--- src/rtl/led_display_pkg.sv ---
// Shared display types: column count and the top/bottom half-row colour planes.
package led_display_pkg;

    localparam int GL_NUM_COL_PIXELS = 64;

    typedef struct packed {
        logic [GL_NUM_COL_PIXELS-1:0] red;
        logic [GL_NUM_COL_PIXELS-1:0] green;
        logic [GL_NUM_COL_PIXELS-1:0] blue;
    } rgb_half_t;

    typedef struct packed {
        rgb_half_t top;
        rgb_half_t bot;
    } rgb_row_t;

    localparam int GL_RGB_ROW_W = $bits(rgb_row_t);

endpackage

--- src/rtl/led_display_col_shifter.sv ---
// Column shifter: walks a captured row out MSB column first, one sclk period per
// column, and flags the end of the last column's high phase.
module led_display_col_shifter
    import led_display_pkg::*;
#(
    parameter int SCLK_DIV = 2
) (
    input  logic       clk_in,
    input  logic       reset_in,
    input  logic       start_in,
    input  rgb_row_t   row_in,
    output logic       sclk_out,
    output logic [2:0] rgb_top_out,
    output logic [2:0] rgb_bot_out,
    output logic       done_out
);

    // Phase counter spans one full column (low phase then high phase).
    localparam int PHASE_W = $clog2(2 * SCLK_DIV);
    localparam int BIT_W   = $clog2(GL_NUM_COL_PIXELS);

    localparam logic [PHASE_W-1:0] PHASE_HIGH = PHASE_W'(SCLK_DIV - 1);
    localparam logic [PHASE_W-1:0] PHASE_LAST = PHASE_W'(2 * SCLK_DIV - 1);
    localparam logic [BIT_W-1:0]   BIT_FIRST  = BIT_W'(GL_NUM_COL_PIXELS - 1);

    logic               active_q, active_d;
    logic [PHASE_W-1:0] phase_q, phase_d;
    logic [BIT_W-1:0]   bit_q, bit_d;
    logic               sclk_q, sclk_d;
    logic [2:0]         rgb_top_q, rgb_top_d;
    logic [2:0]         rgb_bot_q, rgb_bot_d;

    function automatic logic [2:0] pick(input rgb_half_t half, input logic [BIT_W-1:0] idx);
        return {half.blue[idx], half.green[idx], half.red[idx]};
    endfunction

    // Next column data is loaded only at the start of a low phase; sclk rises mid-column.
    always_comb begin
        active_d  = active_q;
        phase_d   = phase_q;
        bit_d     = bit_q;
        sclk_d    = sclk_q;
        rgb_top_d = rgb_top_q;
        rgb_bot_d = rgb_bot_q;
        if (start_in) begin
            active_d  = 1'b1;
            phase_d   = '0;
            bit_d     = BIT_FIRST;
            sclk_d    = 1'b0;
            rgb_top_d = pick(row_in.top, BIT_FIRST);
            rgb_bot_d = pick(row_in.bot, BIT_FIRST);
        end else if (active_q) begin
            if (phase_q == PHASE_LAST) begin
                phase_d = '0;
                sclk_d  = 1'b0;
                if (bit_q == '0) begin
                    active_d  = 1'b0;
                    rgb_top_d = 3'b000;
                    rgb_bot_d = 3'b000;
                end else begin
                    bit_d     = bit_q - BIT_W'(1);
                    rgb_top_d = pick(row_in.top, bit_d);
                    rgb_bot_d = pick(row_in.bot, bit_d);
                end
            end else begin
                phase_d = phase_q + PHASE_W'(1);
                if (phase_q == PHASE_HIGH) begin
                    sclk_d = 1'b1;
                end
            end
        end
    end

    // Shifter state and pin registers; reset leaves the pins quiet.
    always_ff @(posedge clk_in or posedge reset_in) begin
        if (reset_in) begin
            active_q  <= 1'b0;
            phase_q   <= '0;
            bit_q     <= '0;
            sclk_q    <= 1'b0;
            rgb_top_q <= 3'b000;
            rgb_bot_q <= 3'b000;
        end else begin
            active_q  <= active_d;
            phase_q   <= phase_d;
            bit_q     <= bit_d;
            sclk_q    <= sclk_d;
            rgb_top_q <= rgb_top_d;
            rgb_bot_q <= rgb_bot_d;
        end
    end

    assign sclk_out    = sclk_q;
    assign rgb_top_out = rgb_top_q;
    assign rgb_bot_out = rgb_bot_q;
    assign done_out    = active_q && (phase_q == PHASE_LAST) && (bit_q == '0);

endmodule

--- src/rtl/led_display_row_driver.sv ---
// HUB75 row driver: accepts a row, shifts it out, then blank/latch/display
// before accepting the next one.
module led_display_row_driver
    import led_display_pkg::*;
#(
    parameter int SCLK_DIV     = 2,
    parameter int LATCH_CYCLES = 2,
    parameter int OE_CYCLES    = 1000
) (
    input  logic       clk_in,
    input  logic       reset_in,
    input  rgb_row_t   row_in,
    input  logic       row_valid_in,
    output logic       row_ready_out,
    input  logic [3:0] row_address_in,
    output logic       sclk_out,
    output logic [2:0] rgb_top_out,
    output logic [2:0] rgb_bot_out,
    output logic       latch_out,
    output logic       n_oe_out,
    output logic [3:0] addr_out
);

    typedef enum logic [2:0] {
        ST_IDLE,
        ST_SHIFT,
        ST_BLANK,
        ST_LATCH,
        ST_DISPLAY
    } state_t;

    // One counter serves both the latch pulse and the display window.
    localparam int HOLD_MAX = (LATCH_CYCLES > OE_CYCLES) ? LATCH_CYCLES : OE_CYCLES;
    localparam int HOLD_W   = $clog2(HOLD_MAX + 1);

    localparam logic [HOLD_W-1:0] LATCH_LAST = HOLD_W'(LATCH_CYCLES - 1);
    localparam logic [HOLD_W-1:0] OE_LAST    = HOLD_W'(OE_CYCLES - 1);

    state_t            state_q, state_d;
    rgb_row_t          row_q, row_d;
    logic [3:0]        pend_addr_q, pend_addr_d;
    logic [3:0]        addr_q, addr_d;
    logic [HOLD_W-1:0] hold_q, hold_d;
    logic              start_q, start_d;
    logic              ready_q, ready_d;
    logic              latch_q, latch_d;
    logic              n_oe_q, n_oe_d;
    logic              shift_done;

    led_display_col_shifter #(
        .SCLK_DIV(SCLK_DIV)
    ) u_col_shifter (
        .clk_in     (clk_in),
        .reset_in   (reset_in),
        .start_in   (start_q),
        .row_in     (row_q),
        .sclk_out   (sclk_out),
        .rgb_top_out(rgb_top_out),
        .rgb_bot_out(rgb_bot_out),
        .done_out   (shift_done)
    );

    // Row sequencing: capture, shift, blank with new address, latch, display.
    always_comb begin
        state_d     = state_q;
        row_d       = row_q;
        pend_addr_d = pend_addr_q;
        addr_d      = addr_q;
        hold_d      = hold_q;
        start_d     = 1'b0;
        ready_d     = ready_q;
        latch_d     = latch_q;
        n_oe_d      = n_oe_q;
        case (state_q)
            ST_IDLE: begin
                ready_d = 1'b1;
                if (row_valid_in && ready_q) begin
                    row_d       = row_in;
                    pend_addr_d = row_address_in;
                    start_d     = 1'b1;
                    ready_d     = 1'b0;
                    state_d     = ST_SHIFT;
                end
            end
            ST_SHIFT: begin
                if (shift_done) begin
                    addr_d  = pend_addr_q;
                    state_d = ST_BLANK;
                end
            end
            ST_BLANK: begin
                latch_d = 1'b1;
                hold_d  = '0;
                state_d = ST_LATCH;
            end
            ST_LATCH: begin
                if (hold_q == LATCH_LAST) begin
                    latch_d = 1'b0;
                    n_oe_d  = 1'b0;
                    hold_d  = '0;
                    state_d = ST_DISPLAY;
                end else begin
                    hold_d = hold_q + HOLD_W'(1);
                end
            end
            ST_DISPLAY: begin
                if (hold_q == OE_LAST) begin
                    n_oe_d  = 1'b1;
                    ready_d = 1'b1;
                    state_d = ST_IDLE;
                end else begin
                    hold_d = hold_q + HOLD_W'(1);
                end
            end
            default: begin
                state_d = ST_IDLE;
            end
        endcase
    end

    // Control registers; reset drops any captured row and blanks the panel.
    always_ff @(posedge clk_in or posedge reset_in) begin
        if (reset_in) begin
            state_q     <= ST_IDLE;
            row_q       <= '0;
            pend_addr_q <= 4'd0;
            addr_q      <= 4'd0;
            hold_q      <= '0;
            start_q     <= 1'b0;
            ready_q     <= 1'b0;
            latch_q     <= 1'b0;
            n_oe_q      <= 1'b1;
        end else begin
            state_q     <= state_d;
            row_q       <= row_d;
            pend_addr_q <= pend_addr_d;
            addr_q      <= addr_d;
            hold_q      <= hold_d;
            start_q     <= start_d;
            ready_q     <= ready_d;
            latch_q     <= latch_d;
            n_oe_q      <= n_oe_d;
        end
    end

    assign row_ready_out = ready_q;
    assign latch_out     = latch_q;
    assign n_oe_out      = n_oe_q;
    assign addr_out      = addr_q;

endmodule
--- config.mk ---
export PLATFORM = sky130hd
export DESIGN_NAME = led_display_row_driver
export DESIGN_NICKNAME = d
export VERILOG_FILES = /design/src/rtl/led_display_pkg.sv /design/src/rtl/led_display_col_shifter.sv /design/src/rtl/led_display_row_driver.sv
export SDC_FILE = /design/constraint.sdc
export NUM_CORES = 1
export LEC_CHECK = 0
export ABC_CLOCK_PERIOD_IN_PS = 46200
export CORE_MARGIN = 3
export CORE_UTILIZATION = 31
export CTS_BUF_LIST = sky130_fd_sc_hd__clkbuf_16
export CTS_CLUSTER_DIAMETER = 200
export DETAILED_ROUTE_END_ITERATION = 6
export GPL_TIMING_DRIVEN = 0
export PLACE_DENSITY = 0.62
export SETUP_SLACK_MARGIN = 0.5
export SKIP_CTS_REPAIR_TIMING = 1
export SLEW_MARGIN = 0
export SYNTH_ARGS = -nofsm -noshare
export SYNTH_HDL_FRONTEND = slang
export SYNTH_SLANG_ARGS = --single-unit
export TNS_END_PERCENT = 30
--- constraint.sdc ---
create_clock -name clk_in -period 46.2 [get_ports clk_in]
set_input_delay 9.24 -clock clk_in [delete_from_list [all_inputs] [get_ports clk_in]]
set_output_delay 9.24 -clock clk_in [all_outputs]
set_load 0.02 [all_outputs]
Word-level counts from Yosys, hierarchy flattened
Cells that the tools add are included.
- register bits: 425
- output and inout bits: 14
- logic and storage cells: 111
- add/sub/neg operators: 3
- magnitude comparators: 1
- equality and inequality tests: 14
- multiplexer cells: 51
- reductions and logical operators: 22
- operators with widths (cell ; number):
    binary-select mux 1 bit (select 6 bit) ; 6
    two-way mux 3 bit ; 12
    case mux 10 bit (3 select lines) ; 1
    two-way mux 6 bit ; 4
    two-way mux 10 bit ; 2
    two-way mux 1 bit ; 19
    case mux 3 bit (5 select lines) ; 1
    AND reduction 2 bit ; 7
    != test 2 bit, second input constant ; 6
    adder 10 x 1 -> 10 bit, second input constant ; 1
    == test 10 x 1 -> 1 bit, second input constant ; 1
    == test 10 bit, second input constant ; 1
    nonzero test 2 bit ; 5
    less-than comparator 6 x 7 -> 1 bit, second input constant ; 1
    == test 3 x 2 -> 1 bit, second input constant ; 2
    logical NOT 6 bit ; 1
    two-way mux 2 bit ; 3
    case mux 1 bit (2 select lines) ; 3
    AND reduction 3 bit ; 2
    nonzero test 3 bit ; 2
    subtractor 6 x 1 -> 6 bit, second input constant ; 1
    AND reduction 4 bit ; 1
    == test 3 x 1 -> 1 bit, second input constant ; 1
    == test 3 bit, second input constant ; 1
    5 further kinds ; 7

Depth between registers and ports, before layout
Gate-level depths: netlist of run 1.
- depth in word-level cells: 7
- depth in mapped cells: 13

Modules after synthesis
From an unflattened synthesis of run 1, not the netlist that was laid out.
- cell total of the unflattened synthesis: 1340
- area, all modules: 19656.4 µm²
- modules (own cells, without submodules) (module ; instances ; cells an instance ; area each (µm²) ; seq. area each (µm²)):
    led_display_row_driver ; 1 ; 935 ; 15494.9 ; 10236.1
    led_display_col_shifter ; 1 ; 405 ; 4161.5 ; 400.4

Worst setup path before layout of run 1
No wires, ideal clock.
- kind: input port to flip-flop
- start point: input row_valid_in
- end point: register row_q[100] (netlist bit)
- data arrival time: 10.327 ns
- data required time: 46.075 ns
- slack: 35.748 ns
- cell stages on the path: 6
- path buffers: 3
- path through: nand3_1 nor2_1 buf_2 buf_2 buf_2 mux2_2
- longest elaborated chain between the ends: 2
- ends and longest elaborated chain (what ; line ; RTL):
    start, declared ; led_display_row_driver.sv:13 ; input logic row_valid_in,
    logical AND 1 bit ; led_display_row_driver.sv:77 ; if (row_valid_in && ready_q) begin
    AND reduction 2 bit (no line) ; -- ;
    end signal, assigned ; led_display_row_driver.sv:135 ; row_q <= row_d;
    end, declared ; led_display_row_driver.sv:40 ; rgb_row_t row_q, row_d;
No other way between the ends.
A chain may end at the register's enable or synchronous reset.

Worst setup path in the final report of run 1
- start point: input row_valid_in
- end point: register row_q[144] (netlist bit)
The elaborated chain is that of the path after synthesis.

==> results.sh, run 1 <==
export IMPL_p_comb_share_pct=42.8
export IMPL_io_buffers=404
export IMPL_clk_path_buf_depth=3
export IMPL_cap_violations=0
export IMPL_end_kind="flip-flop"
export IMPL_drc_errors=0
export IMPL_syn_to_final_growth_pct=34.8
export IMPL_yosysTopAreaCellShare_pct=54.9
export IMPL_nets=2131
export IMPL_synth_mux_area_share_pct=35.2
export IMPL_finalCriticalPeriod_ps=11290
export IMPL_crit_type="input pin to flip-flop"
export IMPL_synth_nets=1672
export IMPL_wl_um=64600
export IMPL_wl_per_cell_um=24.8
export IMPL_floorplan_rows=90
export IMPL_skew_ps=16.9
export IMPL_worst_ep_arrival_time_ps=11750
export IMPL_cts_tree="built"
export IMPL_cts_made_buffers=49
export IMPL_cp_num_buf_inv=4
export IMPL_cp_slowest_cell="clkdlybuf4s50_1"
export IMPL_drive_gt1_share_pct=35.9
export IMPL_p_clk_share_pct=21.1
export IMPL_pre_cts_ws_ps=34250
export IMPL_drt_pass1_iter_count=5
export IMPL_drv_slew=0
export IMPL_start_kind="input pin"
export IMPL_crit_chain="clkdlybuf4s50_1 -> nand3_1 -> nor2_1 -> buf_2 -> buf_2 -> buf_2 -> mux2_2"
export IMPL_worst_pin_slew_ps=1380
export IMPL_start_util_pct=31.6
export IMPL_finalCritPeriodShare_pct=24.4
export IMPL_cts_sinks=425
export IMPL_synth_area_per_cell_um2=15.1
export IMPL_syn_area_um2=19300
export IMPL_max_vdd_ir_drop_uv=41.4
export IMPL_finalHoldViolations=0
export IMPL_synth_top_family_by_area="multiplexers"
export IMPL_grt_pass1_wl_um=94700
export IMPL_seqPwrFrac_pct=36.0
export IMPL_required_ps=46670
export IMPL_status="finished clean"
export IMPL_clkTransAtPathRegs_ps=60
export IMPL_core_area_um2=61000
export IMPL_die_w_um=256
export IMPL_pin_count=405
export IMPL_cts_max_level=2
export IMPL_grt_max_degree=128
export IMPL_power_switching_uw=615
export IMPL_p_int_mw=1.15
export IMPL_final_util_pct=42.7
export IMPL_synth_largest_area_cell="dfrtp_1"
export IMPL_ys_ff_latch=425
export IMPL_grt_setup_unrepaired="no"
export IMPL_synthSimpleGateAreaFrac_pct=4.53
export IMPL_root_buffer="clkbuf_16"
export IMPL_ant_nets=0
export IMPL_min_path_type="flip-flop to flip-flop"
export IMPL_synthAdderAreaFrac_pct=0.324
export IMPL_die_h_um=256
export IMPL_grt_ovfl_total=0
export IMPL_powerDensity_nw_per_um2=67.6
export IMPL_multi_input_area_um2=8170
export IMPL_grt_pass1_vias=14200
export IMPL_cpPeakStageDelay_ps=500
export IMPL_cpMostUsedCell="buf_2"
export IMPL_layout_setup_ws_ps=34910
export IMPL_swShare_pct=34.9
export IMPL_synth_compound_area_share_pct=1.59
export IMPL_cpLargestDelayFamily="buffers and inverters"
export IMPL_die_area_um2=65300
export IMPL_synthCells=1276
export IMPL_regArea_um2=10600
export IMPL_synthXorXnorAreaFrac_pct=0.680
export IMPL_hpwl_um=48000
export IMPL_filler_cell_count=5659
export IMPL_place_congestion=0.777
export IMPL_synth_cell_types=49
export IMPL_grtUsageTotal_pct=19.7
export IMPL_slew_headroom_pct=7.83
export IMPL_insertion_delay_ps=580
export IMPL_yosysSeqAreaShare_pct=55.1
export IMPL_ys_warn_count=0
export IMPL_grt_antenna_before_repair=19
export IMPL_synth_area_top_cells="dfrtp_1 55%, mux2_2 23%, mux4_2 11%"
export IMPL_finalSetupViolCount=0
export IMPL_critical_path_max_fanout=10
export IMPL_route_vias_total=12800
export IMPL_viasPerCell=4.93
export IMPL_setup_tns_final_ps=0
export IMPL_max_freq_mhz=88.6
export IMPL_drt_initial_drc_count=667
export IMPL_leakage_nw=11.0
[worst paths after layout]
path                                        start                      endpoint  slack, ps  depth (start not counted)
max in group asynchronous                reset_in                    row_q[353]      35440                          4
min in group asynchronous                reset_in                     row_q[98]       9130                          2
min                                     row_q[70]                     row_q[70]        500                          1
max reg2reg                u_col_shifter.bit_q[0]  u_col_shifter.rgb_bot_out[2]      41720                         13
max                                  row_valid_in                    row_q[144]      34910                          7
min reg2reg                             row_q[70]                     row_q[70]        500                          1
[cell usage after synthesis, drive strengths merged]
cell type,n
nor4,1
a311oi,1
and4b,1
nand4,15
o211ai,1
or2,1
mux4,96
o311ai,2
ha,5
xnor2,5
nand2,85
o21ai,5
a211oi,2
clkbuf,14
mux2i,19
buf,71
and2,2
nor3,6
dfstp,1
a21o,1
nand3,34
a21oi,14
dfrtp,424
nor2,24
a32oi,11
xor2,10
a21boi,1
mux2,393
o31ai,1
a31o,1
nand2b,3
o2111ai,1
o22ai,2
and2b,1
and3,8
or3b,1
or4,2
inv,10
nor2b,1
[cell type report]
cell class              count  share of cell area [%]
diodes                      8                  0.0769
plain buffers              85                    1.83
clock buffers              51                    4.90
clock inverters            37                   0.980
inverters                  10                   0.173
multi-input cells         756                    31.4
flip-flops and latches    425                    40.8
well taps                 828                    3.98
repair buffers            408                    15.9
[stage by stage]
| step | power [mW] | instance area (µm²) | std cells | hold slack [ps] |
|---|---|---|---|---|
| after CTS | 1.79 | 26000 | 2600 | 501 |
| after floorplan | 1.11 | 19300 | 1276 | 472 |
| after global placement | 1.39 | 24400 | 2508 | 481 |
| final | 1.76 | 26000 | 2608 | 495 |
| after detailed placement | 1.41 | 24500 | 2512 | 488 |
| after global routing | 1.87 | 26000 | 2604 | 508 |
[flip-flops by register name, summed over array words and instances (netlist names), 2 cells and up]
signal and count:
addr_out 4, state_q 3, row_q 384, u_col_shifter.phase_q 2, u_col_shifter.rgb_top_out 3, u_col_shifter.rgb_bot_out 3, hold_q 10, pend_addr_q 4
u_col_shifter.bit_q 6
[power groups by stage]
stage,sequential (mW),clock (mW),combinational [mW]
final,0.635,0.373,0.755
after global routing,0.656,0.399,0.813
after CTS,0.635,0.385,0.770
after detailed placement,0.640,0,0.769
after global placement,0.632,0,0.756
after floorplan,0.610,0,0.503
[per-layer routing]
metal | global-route usage (%) | vias up | share of wire, %
met1 | 25.4 | 6688 | 42
met2 | 32.8 | 404 | 49
met4 | 6.07 | 12 | 2.7
li1 | - | 5641 | -
met3 | 4.88 | 104 | 6.5
met5 | 0 | - | 0.12
[placed cells by master (no fill, tap or decap), drive strengths merged, types with 2 or more instances in the layout]
cell,netlist,layout
dfrtp,424,424
clkdlybuf4s50,0,404
mux2,393,393
mux4,96,96
nand2,85,85
buf,71,75
clkbuf,14,65
nand3,34,34
inv,10,26
nor2,24,24
mux2i,19,19
clkinv,0,17
nand4,15,15
a21oi,14,14
a32oi,11,11
xor2,10,10
diode,0,8
and3,8,8
nor3,6,6
xnor2,5,5
o21ai,5,5
ha,5,5
nand2b,3,3
bufinv,0,3
and2,2,2
o22ai,2,2
a211oi,2,2
or4,2,2
o311ai,2,2
[logic make-up after synthesis]
| family | after synthesis |
|---|---|
| flops | 425 |
| simple gates | 185 |
| buf+inv | 95 |
| compound gates | 43 |
| xor+xnor | 15 |
| fa+ha+maj | 5 |
| mux | 508 |
Power figures use the tool's default switching activity.
==> run 2: changes to the inputs <==
--- a/config.mk
+++ b/config.mk
@@ -5,14 +5,14 @@
 export SDC_FILE = /design/constraint.sdc
 export NUM_CORES = 1
 export LEC_CHECK = 0
-export ABC_CLOCK_PERIOD_IN_PS = 46200
+export ABC_CLOCK_PERIOD_IN_PS = 9400
 export CORE_MARGIN = 3
 export CORE_UTILIZATION = 31
 export CTS_BUF_LIST = sky130_fd_sc_hd__clkbuf_16
 export CTS_CLUSTER_DIAMETER = 200
 export DETAILED_ROUTE_END_ITERATION = 6
 export GPL_TIMING_DRIVEN = 0
-export PLACE_DENSITY = 0.62
+export PLACE_DENSITY = 0.64
 export SETUP_SLACK_MARGIN = 0.5
 export SKIP_CTS_REPAIR_TIMING = 1
 export SLEW_MARGIN = 0
==> constraint.sdc (replaced) <==
create_clock -name clk_in -period 9.4 [get_ports clk_in]
set_input_delay 1.88 -clock clk_in [delete_from_list [all_inputs] [get_ports clk_in]]
set_output_delay 1.88 -clock clk_in [all_outputs]
set_load 0.02 [all_outputs]
==> results.sh, run 2 (same netlist as run 1, synthesis figures left out) <==
export IMPL_status="finished clean"
export IMPL_r2r_start="u_col_shifter.bit_q[0]"
export IMPL_drive_gt1_share_pct=35.8
export IMPL_layout_setup_ws_ps=4860
export IMPL_cts_made_buffers=49
export IMPL_hpwl_um=48500
export IMPL_drv_slew=0
export IMPL_drc_errors=0
export IMPL_cap_violations=0
export IMPL_die_w_um=256
export IMPL_max_freq_mhz=220
export IMPL_cp_slowest_cell="clkbuf_1"
export IMPL_finalNonFillerCells=2606
export IMPL_route_vias_total=12900
export IMPL_reg_top3="row_q (384), hold_q (10), u_col_shifter.bit_q (6)"
export IMPL_multi_input_area_um2=8170
export IMPL_grt_pass1_wl_um=94600
export IMPL_place_congestion=0.799
export IMPL_grt_antenna_before_repair=13
export IMPL_cts_sinks=425
export IMPL_wl_per_cell_um=24.8
export IMPL_insertion_delay_ps=580
export IMPL_finalCritPeriodShare_pct=48.3
export IMPL_final_cell_mix="424 x dfrtp_1, 404 x clkdlybuf4s50_1, 393 x mux2_2"
export IMPL_pin_count=405
export IMPL_drt_pass1_iter_count=5
export IMPL_wl_um=64800
export IMPL_syn_to_final_growth_pct=34.8
export IMPL_floorplan_rows=90
export IMPL_finalHoldViolations=0
export IMPL_worst_pin_slew_ps=1380
export IMPL_cts_max_level=2
export IMPL_cp_num_buf_inv=7
export IMPL_placed_area_um2=24600
export IMPL_filler_cell_count=5688
export IMPL_grt_ovfl_total=0
export IMPL_nets=2137
export IMPL_finalCriticalPeriod_ps=4540
export IMPL_viasPerCell=4.94
export IMPL_die_h_um=256
export IMPL_grt_setup_unrepaired="no"
export IMPL_p_total_mw=8.58
export IMPL_cpPeakStageDelay_ps=1050
export IMPL_finalSetupViolCount=0
export IMPL_crit_cells=13
export IMPL_pre_cts_ws_ps=4680
export IMPL_skew_ps=19.9
export IMPL_crit_chain="buf_6 -> buf_4 -> buf_2 -> inv_1 -> ha_1 -> buf_4 -> buf_2 -> clkbuf_1 -> mux4_2 -> mux2i_1 -> a32oi_1 -> nand4_1 -> nand3_1"
export IMPL_critical_path_max_fanout=10
export IMPL_final_util_pct=42.7
export IMPL_max_vdd_ir_drop_uv=244
export IMPL_root_buffer="clkbuf_16"
export IMPL_worst_ep_arrival_time_ps=4990
export IMPL_leakage_nw=11.0
export IMPL_core_area_um2=61000
export IMPL_powerDensity_nw_per_um2=330
export IMPL_setup_tns_final_ps=0
export IMPL_slew_headroom_pct=8.33
export IMPL_required_ps=9850
export IMPL_largest_reg_flops=384
export IMPL_end_kind="flip-flop"
export IMPL_io_buffers=404
export IMPL_final_common_cell="dfrtp_1"
export IMPL_grt_pass1_vias=14200
export IMPL_clkTransAtPathRegs_ps=60
export IMPL_cts_tree="built"
export IMPL_rr_worst_depth=13
export IMPL_die_area_um2=65300
export IMPL_critPathLaunch="u_col_shifter.bit_q[0]"
export IMPL_r2r_end="u_col_shifter.rgb_bot_out[0]"
export IMPL_regToRegSetupSlack_ps=4860
export IMPL_grt_max_degree=44
export IMPL_drt_initial_drc_count=698
export IMPL_start_util_pct=31.6
export IMPL_ant_nets=0
export IMPL_endpoint="u_col_shifter.rgb_bot_out[0]"
export IMPL_holdWs_ps=498
export IMPL_min_path_type="flip-flop to flip-flop"
export IMPL_top_register="row_q"
export IMPL_start_kind="flip-flop"
export IMPL_fin_area_um2=26000
export IMPL_dp_cells=2518
export IMPL_regArea_um2=10600
export IMPL_clk_path_buf_depth=3
export IMPL_grtUsageTotal_pct=19.6
export IMPL_cpLargestDelayFamily="buffers and inverters"
export IMPL_crit_type="flip-flop to flip-flop"
==> run 2: cell types whose count changed in the layout (fill, tap and decap cells not counted), moves of 2 or more <==
cell	delta
buf_12	+10
diode_2	-3
clkinv_1	+4
clkinv_4	-2
bufinv_16	-3
buf_16	-3
==> run 2: worst min-delay path by stage <==
stage	start	to	slack, ps	depth (start not counted)
6_report	row_q[257]	row_q[257]	500	1
5_1_grt	row_q[233]	row_q[233]	510	1
4_1_cts	row_q[70]	row_q[70]	500	1
3_5_place_dp	row_q[70]	row_q[70]	490	1
3_3_place_gp	row_q[66]	row_q[66]	480	1
2_1_floorplan	row_q[78]	row_q[78]	470	1
==> run 2: cell type report <==
class                   count  share of cell area [%]
repair buffers            414                    16.3
inverters                  10                   0.159
plain buffers              85                    1.82
well taps                 828                    3.98
clock buffers              51                    4.90
multi-input cells         756                    31.4
flip-flops and latches    425                    40.9
diodes                      5                  0.0481
clock inverters            32                   0.529
==> run 2: report_power, final <==
group          internal [mW]  switching, mW
logic                   1.91           1.82
registers               2.67          0.457
clock network          0.967          0.754
total                   5.55           3.03
==> run 2: worst reg2reg max path, cell delays in order (launching register included) <==
cell      delay (ps)
dfrtp_1          340
buf_6            190
buf_4            220
buf_2            510
inv_1            130
ha_1             310
buf_4            190
buf_2            340
clkbuf_1        1050
mux4_2           450
mux2i_1          340
a32oi_1          150
nand4_1          140
nand3_1           80
==> run 2: metal layers <==
layer  vias up  track usage (%)  part of all wire, %
met4        14             4.93                  2.0
met5         -                0                 0.15
met1      6715             25.6                   43
li1       5643                -                    -
met3        97             5.21                  6.8
met2       413             32.5                   49
